**config.mk**
```make
export PLATFORM = sky130hd
export DESIGN_NAME = morse_keyer
export DESIGN_NICKNAME = d
export VERILOG_FILES = /design/src/rtl/morse_keyer.sv
export SDC_FILE = /design/constraint.sdc
export NUM_CORES = 1
export LEC_CHECK = 0
export ABC_AREA = 1
export CAP_MARGIN = 25
export CELL_PAD_IN_SITES_DETAIL_PLACEMENT = 1
export CELL_PAD_IN_SITES_GLOBAL_PLACEMENT = 1
export CORE_ASPECT_RATIO = 0.9
export CORE_UTILIZATION = 44
export CTS_CLUSTER_SIZE = 24
export DETAILED_ROUTE_END_ITERATION = 10
export GPL_TIMING_DRIVEN = 0
export PLACE_DENSITY_LB_ADDON = 0.08
export REMOVE_ABC_BUFFERS = 1
export SLEW_MARGIN = 10
export SYNTH_ARGS = -nofsm -noshare
export SYNTH_HDL_FRONTEND = slang
export SYNTH_SLANG_ARGS = --single-unit
```
**constraint.sdc**
```tcl
create_clock -name CLK -period 3 [get_ports CLK]
set_input_delay 0.75 -clock CLK [delete_from_list [all_inputs] [get_ports CLK]]
set_output_delay 0.75 -clock CLK [all_outputs]
set_load 0.005 [all_outputs]
```
**src/rtl/morse_keyer.sv**
```systemverilog
// -----------------------------------------------------------------------------
// morse_keyer
//
// Turns ASCII characters offered over a valid/ready handshake into a Morse
// keyed on/off level with exact unit timing. key_out drives the LED directly.
//
// Parameters
//   UNIT_CYCLES  clock cycles per Morse unit (>= 2)
//
// Ports
//   CLK         in   system clock, single domain
//   RST         in   synchronous, active-high reset
//   char_valid  in   char_data holds a character offered for transmission
//   char_data   in   8-bit ASCII character
//   char_ready  out  a character can be accepted this cycle
//   key_out     out  1 = mark (LED on), 0 = space
//   busy        out  a character or its trailing gap is in progress
//   err         out  one-cycle pulse: the accepted character is unsupported
//
// Build option
//   MORSE_KEYER_PUNCT_EN  widens code storage to 6 symbols and adds
//                         '.', ',', '?', '/', '='. Without it those
//                         characters are unsupported.
//
// Timing (u = UNIT_CYCLES): dot 1u mark, dash 3u mark, 1u between symbols,
// 3u after each letter/digit, 4u for ' '. The last cycle of a trailing gap
// is spent in IDLE with char_ready high, so a character held valid
// back-to-back starts its first mark with the gap still exactly 3u/4u long.
// -----------------------------------------------------------------------------
module morse_keyer #(
    parameter int UNIT_CYCLES = 1600000
) (
    input  logic       CLK,
    input  logic       RST,
    input  logic       char_valid,
    input  logic [7:0] char_data,
    output logic       char_ready,
    output logic       key_out,
    output logic       busy,
    output logic       err
);

`ifdef MORSE_KEYER_PUNCT_EN
    localparam int SYM_W = 6;
`else
    localparam int SYM_W = 5;
`endif
    localparam int IDX_W = 3;
    localparam int CNT_W = (UNIT_CYCLES > 2) ? $clog2(UNIT_CYCLES) : 1;

    localparam logic [CNT_W-1:0] CNT_LAST   = CNT_W'(UNIT_CYCLES - 1);
    localparam logic [CNT_W-1:0] CNT_PENULT = CNT_W'(UNIT_CYCLES - 2);

    typedef enum logic [2:0] {
        IDLE,
        MARK,
        SYMGAP,
        CHARGAP,
        WORDGAP,
        ERR
    } state_t;

    // One Morse code: symbols right-aligned, bit (len-1) sent first, 1 = dash.
    // len == 0 with ok set is the word space.
    typedef struct packed {
        logic             ok;
        logic [2:0]       len;
        logic [SYM_W-1:0] sym;
    } code_t;

    function automatic code_t mk(input logic [2:0] len, input logic [5:0] bits);
        code_t r;
        r.ok  = 1'b1;
        r.len = len;
        r.sym = SYM_W'(bits);
        return r;
    endfunction

    function automatic code_t encode(input logic [7:0] c);
        logic [7:0] u;
        code_t      r;
        r = '0;
        u = (c >= "a" && c <= "z") ? c - 8'h20 : c;
        case (u)
            "A": r = mk(3'd2, 6'b000001);
            "B": r = mk(3'd4, 6'b001000);
            "C": r = mk(3'd4, 6'b001010);
            "D": r = mk(3'd3, 6'b000100);
            "E": r = mk(3'd1, 6'b000000);
            "F": r = mk(3'd4, 6'b000010);
            "G": r = mk(3'd3, 6'b000110);
            "H": r = mk(3'd4, 6'b000000);
            "I": r = mk(3'd2, 6'b000000);
            "J": r = mk(3'd4, 6'b000111);
            "K": r = mk(3'd3, 6'b000101);
            "L": r = mk(3'd4, 6'b000100);
            "M": r = mk(3'd2, 6'b000011);
            "N": r = mk(3'd2, 6'b000010);
            "O": r = mk(3'd3, 6'b000111);
            "P": r = mk(3'd4, 6'b000110);
            "Q": r = mk(3'd4, 6'b001101);
            "R": r = mk(3'd3, 6'b000010);
            "S": r = mk(3'd3, 6'b000000);
            "T": r = mk(3'd1, 6'b000001);
            "U": r = mk(3'd3, 6'b000001);
            "V": r = mk(3'd4, 6'b000001);
            "W": r = mk(3'd3, 6'b000011);
            "X": r = mk(3'd4, 6'b001001);
            "Y": r = mk(3'd4, 6'b001011);
            "Z": r = mk(3'd4, 6'b001100);
            "0": r = mk(3'd5, 6'b011111);
            "1": r = mk(3'd5, 6'b001111);
            "2": r = mk(3'd5, 6'b000111);
            "3": r = mk(3'd5, 6'b000011);
            "4": r = mk(3'd5, 6'b000001);
            "5": r = mk(3'd5, 6'b000000);
            "6": r = mk(3'd5, 6'b010000);
            "7": r = mk(3'd5, 6'b011000);
            "8": r = mk(3'd5, 6'b011100);
            "9": r = mk(3'd5, 6'b011110);
`ifdef MORSE_KEYER_PUNCT_EN
            ".": r = mk(3'd6, 6'b010101);
            ",": r = mk(3'd6, 6'b110011);
            "?": r = mk(3'd6, 6'b001100);
            "/": r = mk(3'd5, 6'b010010);
            "=": r = mk(3'd5, 6'b010001);
`endif
            " ": r = mk(3'd0, 6'b000000);
            default: r = '0;
        endcase
        return r;
    endfunction

    state_t           state, state_next;
    logic [CNT_W-1:0] cnt;
    logic [1:0]       units;
    logic [SYM_W-1:0] code_sym;
    logic [IDX_W-1:0] sym_idx;
    logic             ready_en;

    code_t            in_code;
    logic             accept;
    logic             unit_end;
    logic             cur_dash;
    logic [1:0]       mark_last;
    logic             load_code;
    logic             next_sym;

    assign in_code   = encode(char_data);
    assign char_ready = ready_en && (state == IDLE);
    assign accept    = char_valid && char_ready;
    assign unit_end  = (cnt == CNT_LAST);
    assign cur_dash  = code_sym[sym_idx];
    assign mark_last = cur_dash ? 2'd2 : 2'd0;

    assign key_out = (state == MARK);
    assign busy    = (state != IDLE);
    assign err     = (state == ERR);

    // NOTE: every output of this block gets a default before the case, so no
    // path leaves a signal unassigned and no latch is inferred.
    always_comb begin
        state_next = state;
        load_code  = 1'b0;
        next_sym   = 1'b0;
        case (state)
            IDLE: begin
                if (accept) begin
                    if (!in_code.ok) begin
                        state_next = ERR;
                    end else if (in_code.len == 3'd0) begin
                        state_next = WORDGAP;
                    end else begin
                        state_next = MARK;
                        load_code  = 1'b1;
                    end
                end
            end
            MARK: begin
                if (unit_end && units == mark_last) begin
                    state_next = (sym_idx == '0) ? CHARGAP : SYMGAP;
                end
            end
            SYMGAP: begin
                if (unit_end) begin
                    state_next = MARK;
                    next_sym   = 1'b1;
                end
            end
            // Trailing gaps end one cycle early; that cycle is the IDLE cycle.
            CHARGAP: begin
                if (cnt == CNT_PENULT && units == 2'd2) state_next = IDLE;
            end
            WORDGAP: begin
                if (cnt == CNT_PENULT && units == 2'd3) state_next = IDLE;
            end
            ERR: begin
                state_next = IDLE;
            end
            default: begin
                state_next = IDLE;
            end
        endcase
    end

    // NOTE: sequential state uses non-blocking assignments so every register
    // samples the pre-edge values regardless of statement order.
    always_ff @(posedge CLK) begin
        if (RST) begin
            state    <= IDLE;
            cnt      <= '0;
            units    <= '0;
            ready_en <= 1'b0;
        end else begin
            state    <= state_next;
            ready_en <= 1'b1;
            if (state_next != state || state == IDLE) begin
                cnt   <= '0;
                units <= '0;
            end else if (unit_end) begin
                cnt   <= '0;
                units <= units + 2'd1;
            end else begin
                cnt <= cnt + CNT_W'(1);
            end
        end
    end

    // NOTE: the code registers are pure datapath, always loaded before use, so
    // they carry no reset.
    always_ff @(posedge CLK) begin
        if (load_code) begin
            code_sym <= in_code.sym;
            sym_idx  <= in_code.len - 3'd1;
        end else if (next_sym) begin
            sym_idx <= sym_idx - 3'd1;
        end
    end

endmodule

```
==> metrics.md, run 1 <==
| Metric | Value |
|---|---|
| Fin crit period | 2838 ps |
| Hold Buf Count CTS | 0 |
| Synth Cell Area | 2514 µm² |
| R2R depth | 12 |
| P&R area growth vs syn | 12.15% |
| Startpoint types | input port |
| Register-to-register setup slack | 930 ps |
| Final Cell Area | around 2800 µm² |
| Clock Skew | 9.623 ps |
| Bufs on Longest Clock Path | 2 |
| Yosys top cell by area | dfxtp_1 |
| Gr usage total | about 22% |
| Via count | ~2200 |
| Ratio of cells with drive above 1 in the final layout | between 10% and 20% |
| Hold depth | 1 |
| Worst Tran Pin Value | about 490 ps |
| WHS | 466.3 ps |
| FF-to-FF Start | sym_idx[0] |
| Max Clk Rate | 0.3524 GHz |
| Core outline area | between 5000 and 6000 µm² |
| Latest clock arrival within the worst-skew pair | about 290 ps |
| Initial core utilization | 46.72% |
| Hold endpoint | cnt[0] |
| Iter 0 DRT Violations | 68 |
| Final ANT Viol Nets | 0 |
| Post-synth top flop | dfxtp_1 |
| Yosys top cell area share | 21.50% |
| Crit path capture type | flip-flop |
| PortBufs | 14 |
| Worst vdd ir | about 0.00024 V |
| FP Rows | 25 |
| Status | finished, final reports clean |
| Fillers | 693 |
| WL/cell | between 10 and 15 µm |
| Io pins | 15 |
| Layout Utilization | 52.40% |
| Die area | 6019 µm² |
| Remaining DRCs | 0 |
| Synthesized instance count | between 300 and 400 |
| Die Ht | 73.71 µm |
| Worst Hold Class | flip-flop to flip-flop |
| Worst hold start | cnt[0] |
| Ant diodes | 0 |
| Crit path launch | char_data[6] |
| CTS H-Tree Depth | 2 |
| MaxCap Viol Count | 0 |
| GP Congestion | around 0.9 |
| Fin. Hold Viols | 0 |
| DP Area | roughly 2700 µm² |
| Power Density | approximately 370 nW/µm² |
| CP arrival | 2880 ps |
| Avg Cell Area, Syn | around 7.5 µm² |
| Final Cycle Share | 94.59% |
| Synth unique cells | 34 |
| Clk slew on worst S/H paths | approximately 70 ps |
| Fraction of registers with async set/reset | 0% |
| Yosys warns | 0 |
| Total Nets Final | 377 |
| CTS tree | built |
| P_leak | approximately 0.0011 µW |
| Pre-Repair DR Iteration Count | 4 |
| Initial antenna violation count | 0 |
| Cts bufs inserted | 5 |
| CP max FO | 5 |
| First-pass GRT wire length | roughly 10000 µm |
| Post-synthesis sequential area ratio | 31.06% |
| Unrepaired setup endpoints after global routing | no |
| Final WL | around 5900 µm |
| RR Endpoint | cnt[9] |
| Grt total ovfl | 0 |
| Fin Setup TNS | 0 ps |
| Vias in the first global route | 2140 |
| Num Clock Sinks | 35 |
| Worst setup path class | input port to flip-flop |
| Final setup vio count | 0 |
| Max-slew headroom | 67.35% |
| Pin count of the biggest net entering global routing | 21 |
| Post-DR vias/cell | 5.289 |
| Synth area leaders | dfxtp_1 (22%), nand2_1 (10%), edfxtp_1 (9.6%) |
| Detail Placement HPWL | 4558 µm |
| Number of synthesized flops with an enable pin | 8 |
| Die Width | about 80 µm |
| Yosys reg bits | 35 |
| Final Slew Violations | 0 |
| Data required, critical path | approximately 3100 ps |
| Root buffer cell | clkbuf_8 |
## cell usage after synthesis (2+ instances only)
library cell  number
nand2_1           69
inv_1             34
nor2_1            29
dfxtp_1           27
nor2_2            22
nand3_1           19
a21oi_1           18
xor2_1            16
nand4_1           13
ha_1              12
o21ai_0           10
edfxtp_1           8
nor3_1             8
nand3_2            7
nand2_2            5
o211ai_1           5
xnor2_1            5
buf_6              4
inv_2              4
nor2_4             4
nor4_1             4
o21ai_1            2
## placed cells by master (no fill, tap or decap), types with 7 or more instances in the layout
master / netlist / layout
clkdlybuf4s50_1: 0 / 8
dfxtp_1: 27 / 27
xor2_1: 16 / 16
a21oi_1: 18 / 17
ha_1: 12 / 10
o21ai_0: 10 / 10
nand2_1: 69 / 67
edfxtp_1: 8 / 8
nor2_1: 29 / 29
nand4_1: 13 / 13
clkbuf_8: 0 / 7
inv_1: 34 / 32
nor2_2: 22 / 22
nor3_1: 8 / 8
nand3_1: 19 / 19
## critical path, stage by stage
cell and delay [ps]:
clkdlybuf4s50_1 520, inv_1 100, ha_1 300, nand4_1 120, nand2_2 100, o21ai_1 100
nand2_1 80, nor2_2 130, nand2_2 100, inv_1 80, nand2_2 80, a21oi_2 170
ha_1 190, xor2_1 80
## sequential cells by signal, summed over array words and instances, names as in the netlist
register / flops
cnt: 21
code_sym: 5
state: 3
sym_idx: 3
units: 2
ready_en: 1
## where the power goes
group / internal (µW) / switching [µW] / total (µW)
Sequential: 487 / 5.52 / 492
Combinational: 60.5 / 113 / 173
Clock: 209 / 168 / 378
Total: 757 / 287 / 1040
## how the worst max path moves through the flow
stage                             to  slack (ps)  cells past startpoint
after floorplan           sym_idx[2]         390                     15
after detailed placement      cnt[9]        -830                     14
after global routing      sym_idx[2]          10                     14
final                     sym_idx[2]         160                     14
after CTS                 sym_idx[2]           2                     16
after global placement       cnt[11]        -790                     14
## timing repair
item	in CTS	in global routing
endpoints found under the setup margin	34	22
hold endpoints to repair	0	0
resized for setup	20	7
buffers inserted	0	1
pin swaps	0	2
## logic make-up after synthesis
logic type,share of synthesized area (%)
fa+ha+maj,5.973
xor+xnor,7.317
buf+inv,7.864
compound gates,8.264
simple gates,39.52
flops,31.06
## stage by stage
step | total power (µW) | instances | setup slack (ps)
after floorplan | 607.7 | 332 | 390.9
after detailed placement | 673.0 | 413 | -829.5
after CTS | 1056 | 421 | 2.230
after global placement | 669.5 | 413 | -788.4
after global routing | 1091 | 422 | 11.91
final | 1043 | 422 | 162.3
## layer usage
metal / vias up / GRT usage (%) / part of all wire, %
li1: 1147 / - / -
met1: 1054 / 32.15 / 54
met2: 24 / 33.43 / 42
met3: 7 / 4.099 / 2.4
met4: 0 / 5.848 / 1.1
met5: - / 0 / 0
## layout make-up
| type | count | area [µm²] | area share, % |
|---|---|---|---|
| Multi-Input combinational cell | 258 | 1562 | 55.39 |
| Sequential cell | 35 | 780.7 | 27.70 |
| Inverter | 39 | 148.9 | 5.282 |
| Timing Repair Buffer | 15 | 143.9 | 5.104 |
| Clock buffer | 8 | 100.1 | 3.551 |
| Tap cell | 67 | 83.83 | 2.974 |
No activity file was read; power rests on OpenSTA's default activity.
==> inputs of run 2 (changes only) <==
CAP_MARGIN = default   (was 25)
==> results of run 2 <==
Same layout as run 1: the final DEF is identical, and so are final timing and power.
